`src/rtl/mac_stg5_lanes.sv`:
```
// rtl/mac_stg5_lanes.sv - multi-lane MAC stage-5 normaliser: round, saturate, pack, with valid/ready pipeline
module mac_stg5_lanes #(
    parameter int LANES     = 4,
    parameter int EXP_IN_W  = 6,
    parameter int SUM_W     = 14,
    parameter int DIFF_W    = 5,
    parameter int EXP_OUT_W = 5,
    parameter int MAN_W     = 10,
    parameter int CNT_W     = 16
) (
    input  logic                                   i_clk,
    input  logic                                   i_rst,
    input  logic                                   i_valid,
    output logic                                   o_ready,
    input  logic [LANES*EXP_IN_W-1:0]              i_max_exp,
    input  logic [LANES*SUM_W-1:0]                 i_norm_sum,
    input  logic [LANES*DIFF_W-1:0]                i_exp_diff,
    input  logic [LANES-1:0]                       i_exp_carry,
    input  logic [LANES-1:0]                       i_sgn,
    input  logic                                   i_rnd_mode,
    output logic                                   o_valid,
    input  logic                                   i_ready,
    output logic [LANES*(1+EXP_OUT_W+MAN_W)-1:0]   o_conv,
    output logic [LANES-1:0]                       o_ovf,
    output logic [LANES-1:0]                       o_unf,
    input  logic                                   i_cnt_clr,
    output logic [CNT_W-1:0]                       o_ovf_cnt,
    output logic [CNT_W-1:0]                       o_unf_cnt
);
    localparam int OUT_W = 1 + EXP_OUT_W + MAN_W;
    localparam int D     = SUM_W - 1 - MAN_W;
    localparam int EW    = EXP_IN_W + 2;
    localparam int PW    = $clog2(LANES + 1);
    localparam logic signed [EW-1:0] E_ZERO   = '0;
    localparam logic signed [EW-1:0] E_MAX    = EW'((1 << EXP_OUT_W) - 1);
    localparam logic [EXP_OUT_W-1:0] EXP_SAT  = EXP_OUT_W'((1 << EXP_OUT_W) - 2);
    localparam logic [CNT_W-1:0]     CNT_MAX  = '1;

    logic                        s1_v, s2_v, s2_load;
    logic [LANES*EXP_IN_W-1:0]   s1_max_exp;
    logic [LANES*SUM_W-1:0]      s1_norm_sum;
    logic [LANES*DIFF_W-1:0]     s1_exp_diff;
    logic [LANES-1:0]            s1_exp_carry, s1_sgn;
    logic                        s1_rnd;
    logic [LANES*OUT_W-1:0]      res_conv;
    logic [LANES-1:0]            res_ovf, res_unf;

    assign s2_load = ~s2_v | i_ready;
    assign o_ready = ~s1_v | s2_load;
    assign o_valid = s2_v;

    always_ff @(posedge i_clk or posedge i_rst) begin
        if (i_rst) begin
            s1_v         <= 1'b0;
            s1_max_exp   <= '0;
            s1_norm_sum  <= '0;
            s1_exp_diff  <= '0;
            s1_exp_carry <= '0;
            s1_sgn       <= '0;
            s1_rnd       <= 1'b0;
        end else begin
            if (o_ready) s1_v <= i_valid;
            if (i_valid && o_ready) begin
                s1_max_exp   <= i_max_exp;
                s1_norm_sum  <= i_norm_sum;
                s1_exp_diff  <= i_exp_diff;
                s1_exp_carry <= i_exp_carry;
                s1_sgn       <= i_sgn;
                s1_rnd       <= i_rnd_mode;
            end
        end
    end

    for (genvar k = 0; k < LANES; k++) begin : g_lane
        logic [SUM_W-1:0]      ns;
        logic [SUM_W-2:0]      f;
        logic [DIFF_W-1:0]     dsel;
        logic [MAN_W-1:0]      m_raw, m;
        logic                  rup, rc;
        logic signed [EW-1:0]  e;
        logic [OUT_W-1:0]      lane_conv;
        logic                  lane_ovf, lane_unf;

        assign ns    = s1_norm_sum[k*SUM_W +: SUM_W];
        assign f     = ns[SUM_W-2:0];
        assign m_raw = f[SUM_W-2:D];
        assign dsel  = s1_exp_diff[k*DIFF_W +: DIFF_W];

        // guard/sticky only exist when the fraction is wider than the mantissa
        if (D >= 2) begin : g_rne
            assign rup = ~s1_rnd & f[D-1] & ((|f[D-2:0]) | m_raw[0]);
        end else if (D == 1) begin : g_rne1
            assign rup = ~s1_rnd & f[0] & m_raw[0];
        end else begin : g_nornd
            assign rup = 1'b0;
        end

        assign {rc, m} = {1'b0, m_raw} + (MAN_W+1)'(rup);

        assign e = $signed({2'b00, s1_max_exp[k*EXP_IN_W +: EXP_IN_W]})
                 + $signed({{(EW-1){1'b0}}, s1_exp_carry[k]})
                 + $signed({{(EW-DIFF_W){dsel[DIFF_W-1]}}, dsel})
                 + $signed({{(EW-1){1'b0}}, rc});

        always_comb begin
            lane_ovf  = 1'b0;
            lane_unf  = 1'b0;
            lane_conv = {s1_sgn[k], {EXP_OUT_W{1'b0}}, {MAN_W{1'b0}}};
            if (ns[SUM_W-1]) begin
                if (e <= E_ZERO) begin
                    lane_unf = 1'b1;
                end else if (e >= E_MAX) begin
                    lane_ovf  = 1'b1;
                    lane_conv = {s1_sgn[k], EXP_SAT, {MAN_W{1'b1}}};
                end else begin
                    lane_conv = {s1_sgn[k], e[EXP_OUT_W-1:0], m};
                end
            end
        end

        assign res_conv[k*OUT_W +: OUT_W] = lane_conv;
        assign res_ovf[k] = lane_ovf;
        assign res_unf[k] = lane_unf;
    end

    always_ff @(posedge i_clk or posedge i_rst) begin
        if (i_rst) begin
            s2_v   <= 1'b0;
            o_conv <= '0;
            o_ovf  <= '0;
            o_unf  <= '0;
        end else if (s2_load) begin
            s2_v <= s1_v;
            if (s1_v) begin
                o_conv <= res_conv;
                o_ovf  <= res_ovf;
                o_unf  <= res_unf;
            end
        end
    end

    function automatic logic [PW-1:0] popc(input logic [LANES-1:0] v);
        logic [PW-1:0] n;
        n = '0;
        for (int i = 0; i < LANES; i++) n = n + PW'(v[i]);
        return n;
    endfunction

    function automatic logic [CNT_W-1:0] sat_add(input logic [CNT_W-1:0] c, input logic [PW-1:0] n);
        logic [CNT_W+PW-1:0] s;
        s = {{PW{1'b0}}, c} + {{CNT_W{1'b0}}, n};
        return (s > {{PW{1'b0}}, CNT_MAX}) ? CNT_MAX : s[CNT_W-1:0];
    endfunction

    // clear beats a same-cycle increment; that cycle's events are dropped
    always_ff @(posedge i_clk or posedge i_rst) begin
        if (i_rst) begin
            o_ovf_cnt <= '0;
            o_unf_cnt <= '0;
        end else if (i_cnt_clr) begin
            o_ovf_cnt <= '0;
            o_unf_cnt <= '0;
        end else if (s2_v && i_ready) begin
            o_ovf_cnt <= sat_add(o_ovf_cnt, popc(o_ovf));
            o_unf_cnt <= sat_add(o_unf_cnt, popc(o_unf));
        end
    end
endmodule
```
`config.mk`:
```
export PLATFORM = sky130hd
export DESIGN_NAME = mac_stg5_lanes
export DESIGN_NICKNAME = d
export VERILOG_FILES = /design/src/rtl/mac_stg5_lanes.sv
export SDC_FILE = /design/constraint.sdc
export NUM_CORES = 1
export LEC_CHECK = 0
export ABC_AREA = 0
export BUFFER_PORTS_ARGS = -buffer_cell sky130_fd_sc_hd__buf_4
export CORE_AREA = 2 2 218 220
export CTS_CLUSTER_DIAMETER = 50
export DETAILED_ROUTE_END_ITERATION = 12
export DIE_AREA = 0 0 220 222
export GPL_TIMING_DRIVEN = 1
export PLACE_DENSITY = 0.44
export REMOVE_ABC_BUFFERS = 1
export SLEW_MARGIN = 10
export SYNTH_ARGS = -nofsm -noshare
export SYNTH_HDL_FRONTEND = slang
export SYNTH_SLANG_ARGS = --single-unit
```
`constraint.sdc`:
```
create_clock -name i_clk -period 8.9 [get_ports i_clk]
set_clock_uncertainty 0.15 [all_clocks]
set_input_delay 1.335 -clock i_clk [delete_from_list [all_inputs] [get_ports i_clk]]
set_output_delay 1.335 -clock i_clk [all_outputs]
set_load 0.01 [all_outputs]
```
## Word level (Yosys, flattened, before mapping)

Cells that the tools add are included.

- Add/subtract/negate cells: 24
- Mux-type cells: 38
- $lt $le $gt $ge: 10
- Reductions and logical operators: 8
- Bitwise operators: 17

Operators by type and width:

| kind | number |
|---|---|
| 15-bit 2-to-1 mux | 12 |
| 16-bit 2-to-1 mux | 6 |
| 10-bit by 1-bit adder with 11-bit output | 4 |
| 16-bit by 3-bit adder with 17-bit output | 2 |
| 17-bit by 16-bit > comparator with 1-bit output, second input constant | 2 |
| 8-bit by 2-bit adder with 8-bit output | 4 |
| 8-bit by 5-bit adder with 8-bit output | 4 |
| 8-bit by 6-bit >= comparator with 1-bit output, second input constant | 4 |
| 8-bit by 1-bit less-or-equal comparator with 1-bit output, second input constant | 4 |
| 6-bit by 1-bit adder with 7-bit output | 4 |
| 1-bit 2-to-1 mux | 20 |
| 1-bit bitwise AND | 8 |
| 2-bit OR reduction | 4 |
| 2-bit by 1-bit adder with 3-bit output | 2 |
| 3-bit by 1-bit adder with 3-bit output | 2 |
| 1-bit OR | 6 |
| 1-bit by 1-bit adder with 2-bit output | 2 |
| 1-bit inverter | 3 |
| 1-bit logical AND | 2 |
| 2-bit AND reduction | 1 |
| 2-bit nonzero test | 1 |

- Bits of input ports: 114
- Logic and storage cells: 110
- Flip-flop bits (word level): 215
- Output and inout port bits: 106

## Depth between registers and ports, before layout

- Word-level depth: 9
- Depth in mapped cells: 15
- Gate-level depth less buffers: 14

## Least setup slack after synthesis

No wires, ideal clock.

- Path type: reg-to-reg
- Start point: register s1_norm_sum[44]
- End point: register o_conv[50]
- Setup time: 121 ps
- Path slack: 5291 ps
- Buffers on the path: 1
- Data arrival time: 3338 ps
- Stages on the path, launching flop included: 16
- Period minus slack after synthesis: 3609 ps
- Data required time: 8629 ps
- Cell sequence: dfrtp_1 > nor2b_1 > and2_1 > ha_1 > and3_1 > nand3_1 > fa_1 > inv_1 > fa_1 > a211oi_2 > nor4_1 > a2111o_1 > a221oi_4 > buf_6 > nand3_1 > a22o_1

- Word-level cells in the longest chain between the ends: 8
- Elaborated cells on any way between the ends: 9
- Classes of those cells: add/sub: 2; order compare: 2; mux: 3; bitwise: 2

Ends and longest elaborated chain:

| element | RTL line | source |
|---|---|---|
| start, declared | 41 | `logic [LANES*SUM_W-1:0] s1_norm_sum;` |
| start signal, assigned | 65 | `s1_norm_sum <= i_norm_sum;` |
| 1-bit bitwise AND (*) (2 in a row) | 91 | `assign rup = ~s1_rnd & f[D-1] & ((\|f[D-2:0]) \| m_raw[0]);` |
| 10-bit by 1-bit adder with 11-bit output (*) | 98 | `assign {rc, m} = {1'b0, m_raw} + (MAN_W+1)'(rup);` |
| 8-bit by 2-bit adder with 8-bit output | 103 | `+ $signed({{(EW-1){1'b0}}, rc});` |
| 8-bit by 6-bit >= comparator with 1-bit output | 112 | `end else if (e >= E_MAX) begin` |
| 15-bit 2-to-1 mux | 112 |  |
| 15-bit 2-to-1 mux (*) | 110 | `if (e <= E_ZERO) begin` |
| 15-bit 2-to-1 mux (*) | 109 | `if (ns[SUM_W-1]) begin` |
| end signal, assigned | 135 | `o_conv <= res_conv;` |
| end, declared | 23 | `output logic [LANES*(1+EXP_OUT_W+MAN_W)-1:0] o_conv,` |

Mark *: on every way between the ends. The rest lies on a longest branch, timed or not.
A chain may end at the register's enable or synchronous reset.

## Final worst setup path

- Start point: register s1_rnd
- End point: register o_conv[48]

- Word-level cells in the longest chain between the ends: 9
- Elaborated cells on any way between the ends: 10
- Classes of those cells: add/sub: 2; order compare: 2; mux: 3; bitwise: 3

Ends and longest elaborated chain:

| element | RTL line | source |
|---|---|---|
| start, declared | 44 | `logic s1_rnd;` |
| start signal, assigned | 69 | `s1_rnd <= i_rnd_mode;` |
| 1-bit inverter (*) | 91 |  |
| 1-bit bitwise AND (*) (2 in a row) | 91 |  |
| 10-bit by 1-bit adder with 11-bit output (*) | 98 |  |
| 8-bit by 2-bit adder with 8-bit output | 103 |  |
| 8-bit by 6-bit >= comparator with 1-bit output | 112 |  |
| 15-bit 2-to-1 mux | 112 |  |
| 15-bit 2-to-1 mux (*) | 110 |  |
| 15-bit 2-to-1 mux (*) | 109 |  |

Marked as above.

==> out/metrics.yaml <==
crit_required_ps: 9160
async_reset_ff_share_pct: 100.0
power_per_cell_area_nw_per_um2: 263.5
final_cell_mix: "buf_4 (224), dfrtp_1 (215), mux2_2 (111)"
final_common_cell: "buf_4"
antenna_cells: 0
hold_path_depth: 2
ctsLongestPathBuffers: 3
start_util_pct: 24.88
dieArea_um2: 48840
synth_cells: 1079
synth_area_per_cell_um2: 10.67
num_vias: 8939
die_width_um: 220
yosys_most_used_dff: "dfrtp_1"
synth_compound_area_share_pct: 12.55
synth_top_area_share_pct: 46.75
worst_pin_slew_ps: 1002
clk_latency_ps: 540
tns_ps: 0
synthXorXnorAreaFrac_pct: 4.795
overflow: 0
cts_made_buffers: 37
dr.first_iter.drc_count: 511
cellLeakagePower_nw: 6.717
die_h_um: 222
drive_gt1_share_pct: 31.02
finalCritPeriodShare_pct: 48.02
grt_max_degree: 78
ctsHoldBuffers: 0
hp-class: "reg2reg"
numClockSinks: 215
cts_tree: "yes"
drc: 0
finalHoldViolations: 0
grt_pass1_wl_um: 52540
r2r_slack_ps: 4630
netlist_top_cells_area: "dfrtp_1 (47%), mux2_2 (11%), ha_1 (4.1%), nand2_1 (3.0%), xor2_1 (2.5%)"
drv_slew: 0
crit_type: "reg2reg"
mappedNetlistArea_um2: 11510
fin_ws_ps: 4626
critical_path.max_fanout: 17
port_buffers: 219
ant_nets: 0
dr.pass1.iters: 7
area_delta_synth_final_pct: 30.52
core-area_um2: 46260
crit_path_start_kind: "flip-flop"
setup_viol: 0
viasPerCell: 4.627
nets: 1465
synth_top_area_cell: "dfrtp_1"
cts_setup_buffers: 0
htree_num_levels: 2
synth_top_family_by_area: "simple AND/OR/NAND/NOR gates"
slew-limit-headroom_pct: 33.18
antenna_found_initial: 1
grt_use_total_pct: 13.67
ios: 220
yosys.area_share.simple_pct: 15.03
critPathArrivalTime_ps: 4540
synthMuxAreaShare_pct: 11.30
yosysSeqAreaShare_pct: 46.75
clk_pin_slew_ps: 50
rsz0062_at_grt: "false"
status: "completed"
yosys.area_share.adder_pct: 6.567
hold_path_end: "o_conv[15]"
max_freq_mhz: 234.0
grt_pass1_vias: 9187
cts_resized: 0
root_buffer: "clkbuf_16"
maxCapViolCount: 0
rr_worst_depth: 14
final_core_util_pct: 32.47
rows: 79
totalPowerFinal_mw: 3.958
period_minus_slack_ps: 4274
gp_congestion: 0.7953
routed_wl_um: 32910
end_kind: "flip-flop"
wl_per_cell_um: 17.03
post-place-ws_ps: 4571
r2r-end: "o_conv[48]"
place_hpwl_um: 23610
ys_warn_count: 0
min_from: "s1_sgn[0]"
synth_edf_count: 0
r2r-start: "s1_rnd"
synth-seq-cells: 215
ir_drop_mv: 0.1095
hold_ws_ps: 311.4
synth_cell_types: 64
-- per-layer routing --
| metal | share of wire (%) | track usage [%] |
|---|---|---|
| met5 | 0.049 | 0 |
| met3 | 4.4 | 2.469 |
| met1 | 47 | 18.84 |
| met2 | 46 | 21.35 |
| met4 | 2.5 | 4.893 |
-- power breakdown --
group,total (mW),switching (mW),internal [mW],leakage [nW]
logic,1.17,0.620,0.547,3.43
registers,1.33,0.167,1.16,2.68
clock network,1.46,0.510,0.951,0.608
-- sequential cells by signal (all words and copies together), names as in the netlist, 16 cells and up --
register / cells
o_unf_cnt: 16
s1_exp_diff: 20
o_ovf_cnt: 16
o_conv: 64
s1_norm_sum: 56
s1_max_exp: 24
-- kinds of logic after synthesis --
| family | count (synthesis) |
|---|---|
| muxes | 116 |
| and+or+nand+nor | 353 |
| xor gates and xnor gates | 63 |
| AOI/OAI and AO/OA | 199 |
| adders and majority gates | 52 |
| buffers and inverters | 81 |
| DFF | 215 |
-- how the worst max path moves through the flow --
stage                       from    endpoint  slack [ps]  depth (start not counted)
after floorplan            i_rst   o_conv[0]        1540                          1
after global placement    s1_rnd  o_conv[48]        4640                         14
after detailed placement  s1_rnd  o_conv[48]        4570                         14
after CTS                 s1_rnd  o_conv[48]        4550                         14
after global routing      s1_rnd  o_conv[48]        4250                         14
final                     s1_rnd  o_conv[48]        4630                         14
-- synthesized netlist by cell type (3+ instances only) --
master / n
a211oi_1: 19
a21o_1: 5
a21oi_1: 33
a22o_1: 17
a311oi_1: 11
a31oi_1: 6
and2_1: 8
and3_1: 29
and4_1: 4
buf_2: 8
buf_6: 3
clkbuf_1: 27
dfrtp_1: 215
fa_1: 14
ha_1: 38
inv_1: 38
mux2_2: 111
mux2i_1: 5
nand2_1: 92
nand2b_1: 11
nand3_1: 48
nand3b_1: 9
nand4_1: 13
nor2_1: 69
nor2b_1: 9
nor3_1: 40
nor3b_1: 6
o2111ai_1: 4
o211a_1: 3
o211ai_1: 6
o21ai_0: 40
o22ai_1: 3
o31ai_1: 29
or3_1: 6
xnor2_1: 30
xor2_1: 33
-- through the flow --
step	std cells	cell area, µm²
global route	1932	15020
CTS	1931	15010
detailed placement	1866	13760
global placement	1866	13760
floorplan	1036	11300
finish	1932	15020
-- critical path, stage by stage, from the launching register on --
cell	delay (ps)
dfrtp_1	440
nor2b_1	110
and2_1	170
ha_1	230
and3_1	200
nand3_1	140
fa_1	210
inv_1	50
fa_1	420
a211oi_2	300
nor4_1	90
a2111o_1	420
a221oi_4	650
a21boi_2	280
a22o_1	270
-- area by class of cell --
class                      instances  area (µm²)
fill                            4778       31240
multi-input combinational        783        5796
sequential                       215        5380
timing repair buffer             224        1682
clock buffer                      48        1017
tap                              607       759.5
clock inverter                    17       236.5
inverter                          38       150.1
Note: power is estimated with default switching activity, not from simulation.
